## src/rtl/turn_ctrl_if.sv

```systemverilog
// Control/status bundle between the turn sequencer and its keypad / data_path neighbours.
// The slave side is the sequencer; the master side drives picks, start and data_path results.
interface turn_ctrl_if;
  logic       start;
  logic [1:0] N;
  logic       pick_valid;
  logic [3:0] pick_idx;
  logic       go;
  logic       W;
  logic [3:0] sel_idx;
  logic       check_req;
  logic       move_pulse;
  logic       statecombo_next_turn;
  logic [1:0] T;
  logic       reveal;
  logic       win;
  logic [1:0] winner;
  logic       pick_err;
  logic [2:0] state;

  modport master (
    output start, N, pick_valid, pick_idx, go, W,
    input  sel_idx, check_req, move_pulse, statecombo_next_turn, T,
           reveal, win, winner, pick_err, state
  );

  modport slave (
    input  start, N, pick_valid, pick_idx, go, W,
    output sel_idx, check_req, move_pulse, statecombo_next_turn, T,
           reveal, win, winner, pick_err, state
  );
endinterface

```

## src/rtl/turn_ctrl.sv

```systemverilog
// Turn sequencer for Chicken Cha-Cha-Cha: accepts tile picks, asks data_path for a match,
// then advances the chicken, passes the turn after a timed reveal, or declares a winner.
module turn_ctrl #(
  parameter int NUM_TILES     = 12,
  parameter int REVEAL_CYCLES = 50_000_000
) (
  input logic        clk,
  input logic        rst,
  turn_ctrl_if.slave bus
);

  localparam int              CW          = $clog2(REVEAL_CYCLES + 1);
  localparam logic [4:0]      TILE_LIMIT  = 5'(NUM_TILES);
  localparam logic [CW-1:0]   REVEAL_LOAD = CW'(REVEAL_CYCLES - 1);

  typedef enum logic [2:0] {
    S_IDLE      = 3'd0,
    S_WAIT_PICK = 3'd1,
    S_CHECK     = 3'd2,
    S_SAMPLE    = 3'd3,
    S_MOVE      = 3'd4,
    S_WINCHK    = 3'd5,
    S_REVEAL    = 3'd6,
    S_WIN       = 3'd7
  } state_t;

  state_t               state_q, state_d;
  logic [1:0]           n_lat_q, n_lat_d;
  logic [1:0]           t_q, t_d;
  logic [1:0]           winner_q, winner_d;
  logic [3:0]           sel_idx_q, sel_idx_d;
  logic [NUM_TILES-1:0] used_q, used_d;
  logic [CW-1:0]        cnt_q, cnt_d;
  logic                 pick_err_q, pick_err_d;
  logic [NUM_TILES-1:0] pick_onehot;
  logic                 pick_ok;

  // One-hot decode keeps out-of-range indices from ever touching the used mask.
  for (genvar gi = 0; gi < NUM_TILES; gi++) begin : g_onehot
    assign pick_onehot[gi] = (bus.pick_idx == 4'(gi));
  end

  assign pick_ok = ({1'b0, bus.pick_idx} < TILE_LIMIT) && ((used_q & pick_onehot) == '0);

  always_comb begin
    state_d    = state_q;
    n_lat_d    = n_lat_q;
    t_d        = t_q;
    winner_d   = winner_q;
    sel_idx_d  = sel_idx_q;
    used_d     = used_q;
    cnt_d      = cnt_q;
    pick_err_d = 1'b0;

    case (state_q)
      S_IDLE, S_WIN: begin
        if (bus.start) begin
          n_lat_d = bus.N;
          t_d     = 2'd0;
          used_d  = '0;
          state_d = S_WAIT_PICK;
        end
      end
      S_WAIT_PICK: begin
        if (bus.pick_valid) begin
          if (pick_ok) begin
            sel_idx_d = bus.pick_idx;
            used_d    = used_q | pick_onehot;
            state_d   = S_CHECK;
          end else begin
            pick_err_d = 1'b1;
          end
        end
      end
      S_CHECK:  state_d = S_SAMPLE;
      S_SAMPLE: begin
        if (bus.go) begin
          state_d = S_MOVE;
        end else begin
          cnt_d   = REVEAL_LOAD;
          state_d = S_REVEAL;
        end
      end
      S_MOVE:   state_d = S_WINCHK;
      S_WINCHK: begin
        if (bus.W) begin
          winner_d = t_q;
          state_d  = S_WIN;
        end else begin
          state_d = S_WAIT_PICK;
        end
      end
      S_REVEAL: begin
        if (cnt_q == '0) begin
          t_d     = (t_q == n_lat_q) ? 2'd0 : t_q + 2'd1;
          used_d  = '0;
          state_d = S_WAIT_PICK;
        end else begin
          cnt_d = cnt_q - 1'b1;
        end
      end
      default: state_d = S_IDLE;
    endcase
  end

  always_ff @(posedge clk) begin
    if (rst) begin
      state_q    <= S_IDLE;
      n_lat_q    <= 2'd0;
      t_q        <= 2'd0;
      winner_q   <= 2'd0;
      sel_idx_q  <= 4'd0;
      used_q     <= '0;
      cnt_q      <= '0;
      pick_err_q <= 1'b0;
    end else begin
      state_q    <= state_d;
      n_lat_q    <= n_lat_d;
      t_q        <= t_d;
      winner_q   <= winner_d;
      sel_idx_q  <= sel_idx_d;
      used_q     <= used_d;
      cnt_q      <= cnt_d;
      pick_err_q <= pick_err_d;
    end
  end

  // Single-cycle strobes are decoded straight from the state so they cannot outlive it.
  assign bus.check_req            = (state_q == S_CHECK);
  assign bus.move_pulse           = (state_q == S_MOVE);
  assign bus.reveal               = (state_q == S_REVEAL);
  assign bus.win                  = (state_q == S_WIN);
  assign bus.statecombo_next_turn = (state_q == S_REVEAL) && (cnt_q == '0);
  assign bus.sel_idx              = sel_idx_q;
  assign bus.T                    = t_q;
  assign bus.winner               = winner_q;
  assign bus.pick_err             = pick_err_q;
  assign bus.state                = state_q;

endmodule

```

## src/flat_wrapper.sv

```systemverilog
// flat-port wrapper written by rule: the top's interface ports become plain ports
module turn_ctrl_flat 
#(
  parameter int NUM_TILES     = 12,
  parameter int REVEAL_CYCLES = 50_000_000
)
  (clk, rst, bus_start, bus_N, bus_pick_valid, bus_pick_idx, bus_go, bus_W, bus_sel_idx, bus_check_req, bus_move_pulse, bus_statecombo_next_turn, bus_T, bus_reveal, bus_win, bus_winner, bus_pick_err, bus_state);
  turn_ctrl_if bus_i ();
  input logic clk;
  input logic rst;
  input wire logic [$bits(bus_i.start)-1:0] bus_start;
  input wire logic [$bits(bus_i.N)-1:0] bus_N;
  input wire logic [$bits(bus_i.pick_valid)-1:0] bus_pick_valid;
  input wire logic [$bits(bus_i.pick_idx)-1:0] bus_pick_idx;
  input wire logic [$bits(bus_i.go)-1:0] bus_go;
  input wire logic [$bits(bus_i.W)-1:0] bus_W;
  output wire logic [$bits(bus_i.sel_idx)-1:0] bus_sel_idx;
  output wire logic [$bits(bus_i.check_req)-1:0] bus_check_req;
  output wire logic [$bits(bus_i.move_pulse)-1:0] bus_move_pulse;
  output wire logic [$bits(bus_i.statecombo_next_turn)-1:0] bus_statecombo_next_turn;
  output wire logic [$bits(bus_i.T)-1:0] bus_T;
  output wire logic [$bits(bus_i.reveal)-1:0] bus_reveal;
  output wire logic [$bits(bus_i.win)-1:0] bus_win;
  output wire logic [$bits(bus_i.winner)-1:0] bus_winner;
  output wire logic [$bits(bus_i.pick_err)-1:0] bus_pick_err;
  output wire logic [$bits(bus_i.state)-1:0] bus_state;
  assign bus_i.start = bus_start;
  assign bus_i.N = bus_N;
  assign bus_i.pick_valid = bus_pick_valid;
  assign bus_i.pick_idx = bus_pick_idx;
  assign bus_i.go = bus_go;
  assign bus_i.W = bus_W;
  assign bus_sel_idx = bus_i.sel_idx;
  assign bus_check_req = bus_i.check_req;
  assign bus_move_pulse = bus_i.move_pulse;
  assign bus_statecombo_next_turn = bus_i.statecombo_next_turn;
  assign bus_T = bus_i.T;
  assign bus_reveal = bus_i.reveal;
  assign bus_win = bus_i.win;
  assign bus_winner = bus_i.winner;
  assign bus_pick_err = bus_i.pick_err;
  assign bus_state = bus_i.state;
  turn_ctrl #(.NUM_TILES(NUM_TILES), .REVEAL_CYCLES(REVEAL_CYCLES)) u_core (.clk(clk), .rst(rst), .bus(bus_i));
endmodule
```

## config.mk

```make
export PLATFORM = sky130hd
export DESIGN_NAME = turn_ctrl_flat
export DESIGN_NICKNAME = d
export VERILOG_FILES = /design/src/rtl/turn_ctrl_if.sv /design/src/rtl/turn_ctrl.sv /design/src/flat_wrapper.sv
export SDC_FILE = /design/constraint.sdc
export NUM_CORES = 1
export LEC_CHECK = 0
export BUFFER_PORTS_ARGS = -buffer_cell sky130_fd_sc_hd__buf_4
export CORE_MARGIN = 5
export CORE_UTILIZATION = 45
export CTS_CLUSTER_DIAMETER = 200
export DETAILED_ROUTE_END_ITERATION = 10
export SETUP_SLACK_MARGIN = 0.5
export SYNTH_ARGS = -nofsm -noshare
export SYNTH_HDL_FRONTEND = slang
export SYNTH_SLANG_ARGS = --single-unit
```

## constraint.sdc

```tcl
create_clock -name clk -period 3.98 [get_ports clk]
set_clock_uncertainty 0.1 [all_clocks]
set_input_delay 0.398 -clock clk [delete_from_list [all_inputs] [get_ports clk]]
set_output_delay 0.398 -clock clk [all_outputs]
set_load 0.02 [all_outputs]
```

==> summary.md <==
| Metric | Value |
|---|---|
| Num CTS Buffers | 5 |
| Start point of the critical path | u_core.cnt_q[7]$_SDFFE_PP0P_ |
| Worst R2R End | u_core.cnt_q[21]$_SDFFE_PP0P_ |
| Synthesized area | 0.00274 mm² |
| First-pass GRT wire length | 11600 µm |
| Post-Syn Nets | 343 |
| Period Utilization, post-route | 0.711 |
| Power Total | 0.00162 W |
| Drt drc | 0 |
| Clock Path Buffers | 2 |
| Via count | 2592 |
| Clk pin slew, worst setup/hold paths | 0.10 ns |
| Reg2Reg Launch Point | u_core.cnt_q[7]$_SDFFE_PP0P_ |
| RSZ-0062 raised after global routing | no |
| Crit Path Max Fanout | 9 |
| Final setup viols | 0 |
| Period minus WS final | 2.83 ns |
| Crit end category | flop |
| Vias in the first global route | 2438 |
| CTS sink cnt | 52 |
| Fraction of layout cells with a size suffix above 1 | 0.151 |
| Async SR Flop Fraction | 0 |
| Design area | 0.00310 mm² |
| Status | finished clean |
| Overflow after GRT | 0 |
| CTS Hold Bufs | 0 |
| HPWL Detailed | 4890 µm |
| CTS Root Cell | clkbuf_8 |
| GP Congestion | 0.849 |
| Area leader, netlist | dfxtp_1 |
| Max-slew violations | 0 |
| Hold Vio Cnt, Final | 0 |
| Sequential share of the synthesized area | 0.379 |
| LEAKAGE | 1.14 nW |
| Worst-Skew Late Latency | 0.31 ns |
| CP Data Arrival Time | 2.97 ns |
| Peak supply drop | 283 µV |
| Flops & latches, synth | 52 |
| Worst Reg-to-Reg Cells | 5 |
| I/O pins | 29 |
| TritonCTS clock tree | built |
| Most frequent cell after synthesis | dfxtp_1 |
| Initial Util | 0.463 |
| Cells after Synth | 329 |
| Top_reg_cell synth | dfxtp_1 |
| Number of diodes | 0 |
| TritonRoute pass-1 iters | 4 |
| GRT Total Usage | 0.188 |
| Startpoint type of the worst setup path | flop |
| Row count | 28 |
| Wire length per cell | 16.4 µm |
| Setup Buffers After CTS | 0 |
| Worst Tran Pin Value | 0.949 ns |
| Layout Nets | 363 |
| Synthesis warning total | 0 |
| Synth cell types | 55 |
| Die width | 88.1 µm |
| Fmax | 353 MHz |
| Synth top area share | 0.379 |
| MaxCap Viol Count | 0 |
| DP Area | 0.00301 mm² |
| Port Buffers | 28 |
| Total core area | 0.00592 mm² |
| R2R setup slack | 1.15 ns |
| Post-route ant nets | 0 |
| Post-synth EDFFs | 0 |
| Die Ht | 88.1 µm |
| Area growth syn-to-layout | 12.8% |
| Slew HR | 0.363 |
| H-Tree Depth | 2 |
| Worst Path Required | 4.12 ns |
| Antenna violations before repair | 0 |
| Post-synth top cells | 52 x dfxtp_1, 21 x nand2_1, 20 x a21oi_1 |
| Mean Syn Cell Area | 8.34 µm² |
| Setup TNS | 0 ns |
| Total Wirelength | 6950 µm |
| Cell area power density | 523 mW/mm² |
| Critical path endpoint | u_core.cnt_q[21]$_SDFFE_PP0P_ |
| Drt initial violations | 126 |
| Die area | 0.00776 mm² |
| Vias per inst | 6.10 |
| Worst Hold Class | in2reg |
| Area contributors post-synth | dfxtp_1 38%, a21oi_1 3.6%, or4_1 3.6% |
| Post_cts resized | 0 |
| Critical setup path kind | reg2reg |
| Largest net degree at the start of global routing | 36 |
flip-flops by register name (all words and copies together) (netlist names):
name and count:
u_core.cnt_q 26, u_core.used_q 12, u_core.bus.sel_idx 4, u_core.bus.state 3, u_core.bus.T 2, u_core.bus.winner 2
u_core.n_lat_q 2, u_core.bus.pick_err 1
cell type report:
type	count	area (µm²)
inverter	7	26.3
tap	75	93.8
timing repair buffer	32	240
clock buffer	8	90.1
sequential	52	1040
multi-input combinational	251	1600
fill	589	2830
cell families after synthesis:
family | Yosys count | synth area share
adders and majority gates | 2 | 0.00912
DFF | 52 | 0.379
muxes | 7 | 0.0260
and+or+nand+nor | 150 | 0.327
AOI/OAI and AO/OA | 87 | 0.206
buffers and inverters | 26 | 0.0360
xor gates and xnor gates | 5 | 0.0160
metrics by stage:
stage / utilization / hold slack [ns] / instances / setup WS [ns]
after floorplan: - / 0.325 / 329 / 1.34
after global placement: 0.508 / 0.342 / 417 / 1.21
after detailed placement: 0.508 / 0.348 / 417 / 1.18
after CTS: 0.523 / 0.223 / 425 / 1.16
after global routing: 0.523 / 0.226 / 425 / 0.981
final: 0.523 / 0.229 / 425 / 1.15
worst min path at each step:
stage / slack, ns / to / cells after the start / start
2_1_floorplan: 0.32 / u_core.used_q[3]$_SDFFE_PP0P_ / 1 / u_core.used_q[3]$_SDFFE_PP0P_
3_3_place_gp: 0.34 / u_core.used_q[3]$_SDFFE_PP0P_ / 1 / u_core.used_q[3]$_SDFFE_PP0P_
3_5_place_dp: 0.35 / u_core.used_q[3]$_SDFFE_PP0P_ / 1 / u_core.used_q[3]$_SDFFE_PP0P_
4_1_cts: 0.22 / u_core.bus.state[0]$_SDFFE_PP0P_ / 2 / bus_pick_valid
5_1_grt: 0.23 / u_core.n_lat_q[0]$_SDFFE_PP0P_ / 3 / bus_N[0]
6_report: 0.23 / u_core.n_lat_q[0]$_SDFFE_PP0P_ / 3 / bus_N[0]
cells in the final DEF (no fill, tap or decap), drive strengths merged, types with 7 or more instances in the layout:
cell type | synthesis | routed
nand2 | 21 | 21
nor2 | 15 | 15
clkbuf | 16 | 8
nor3 | 19 | 19
or3 | 12 | 12
a21oi | 20 | 20
dfxtp | 52 | 52
nand3 | 12 | 12
or4 | 18 | 18
o31ai | 9 | 9
buf | 3 | 32
a31oi | 13 | 13
o22ai | 7 | 7
o21ai | 13 | 13
power by group:
part | switching, W | internal (W)
Sequential | 0.0000805 | 0.000570
Clock | 0.000175 | 0.000142
Combinational | 0.000409 | 0.000241
per-layer routing:
metal | track usage | vias to the layer above | wire length [µm]
met1 | 0.248 | 1234 | 3370
met3 | 0.0339 | 11 | 167
met2 | 0.311 | 32 | 3270
met5 | 0 | - | 0
met4 | 0.0646 | 0 | 139
li1 | - | 1315 | -
critical path, stage by stage, from the launching register on:
cell	delay (ns)
dfxtp_1	0.38
or4_4	0.58
or4b_1	0.67
or4_4	0.55
or3_1	0.33
a31oi_1	0.16
(Power assumes the default switching activity.)
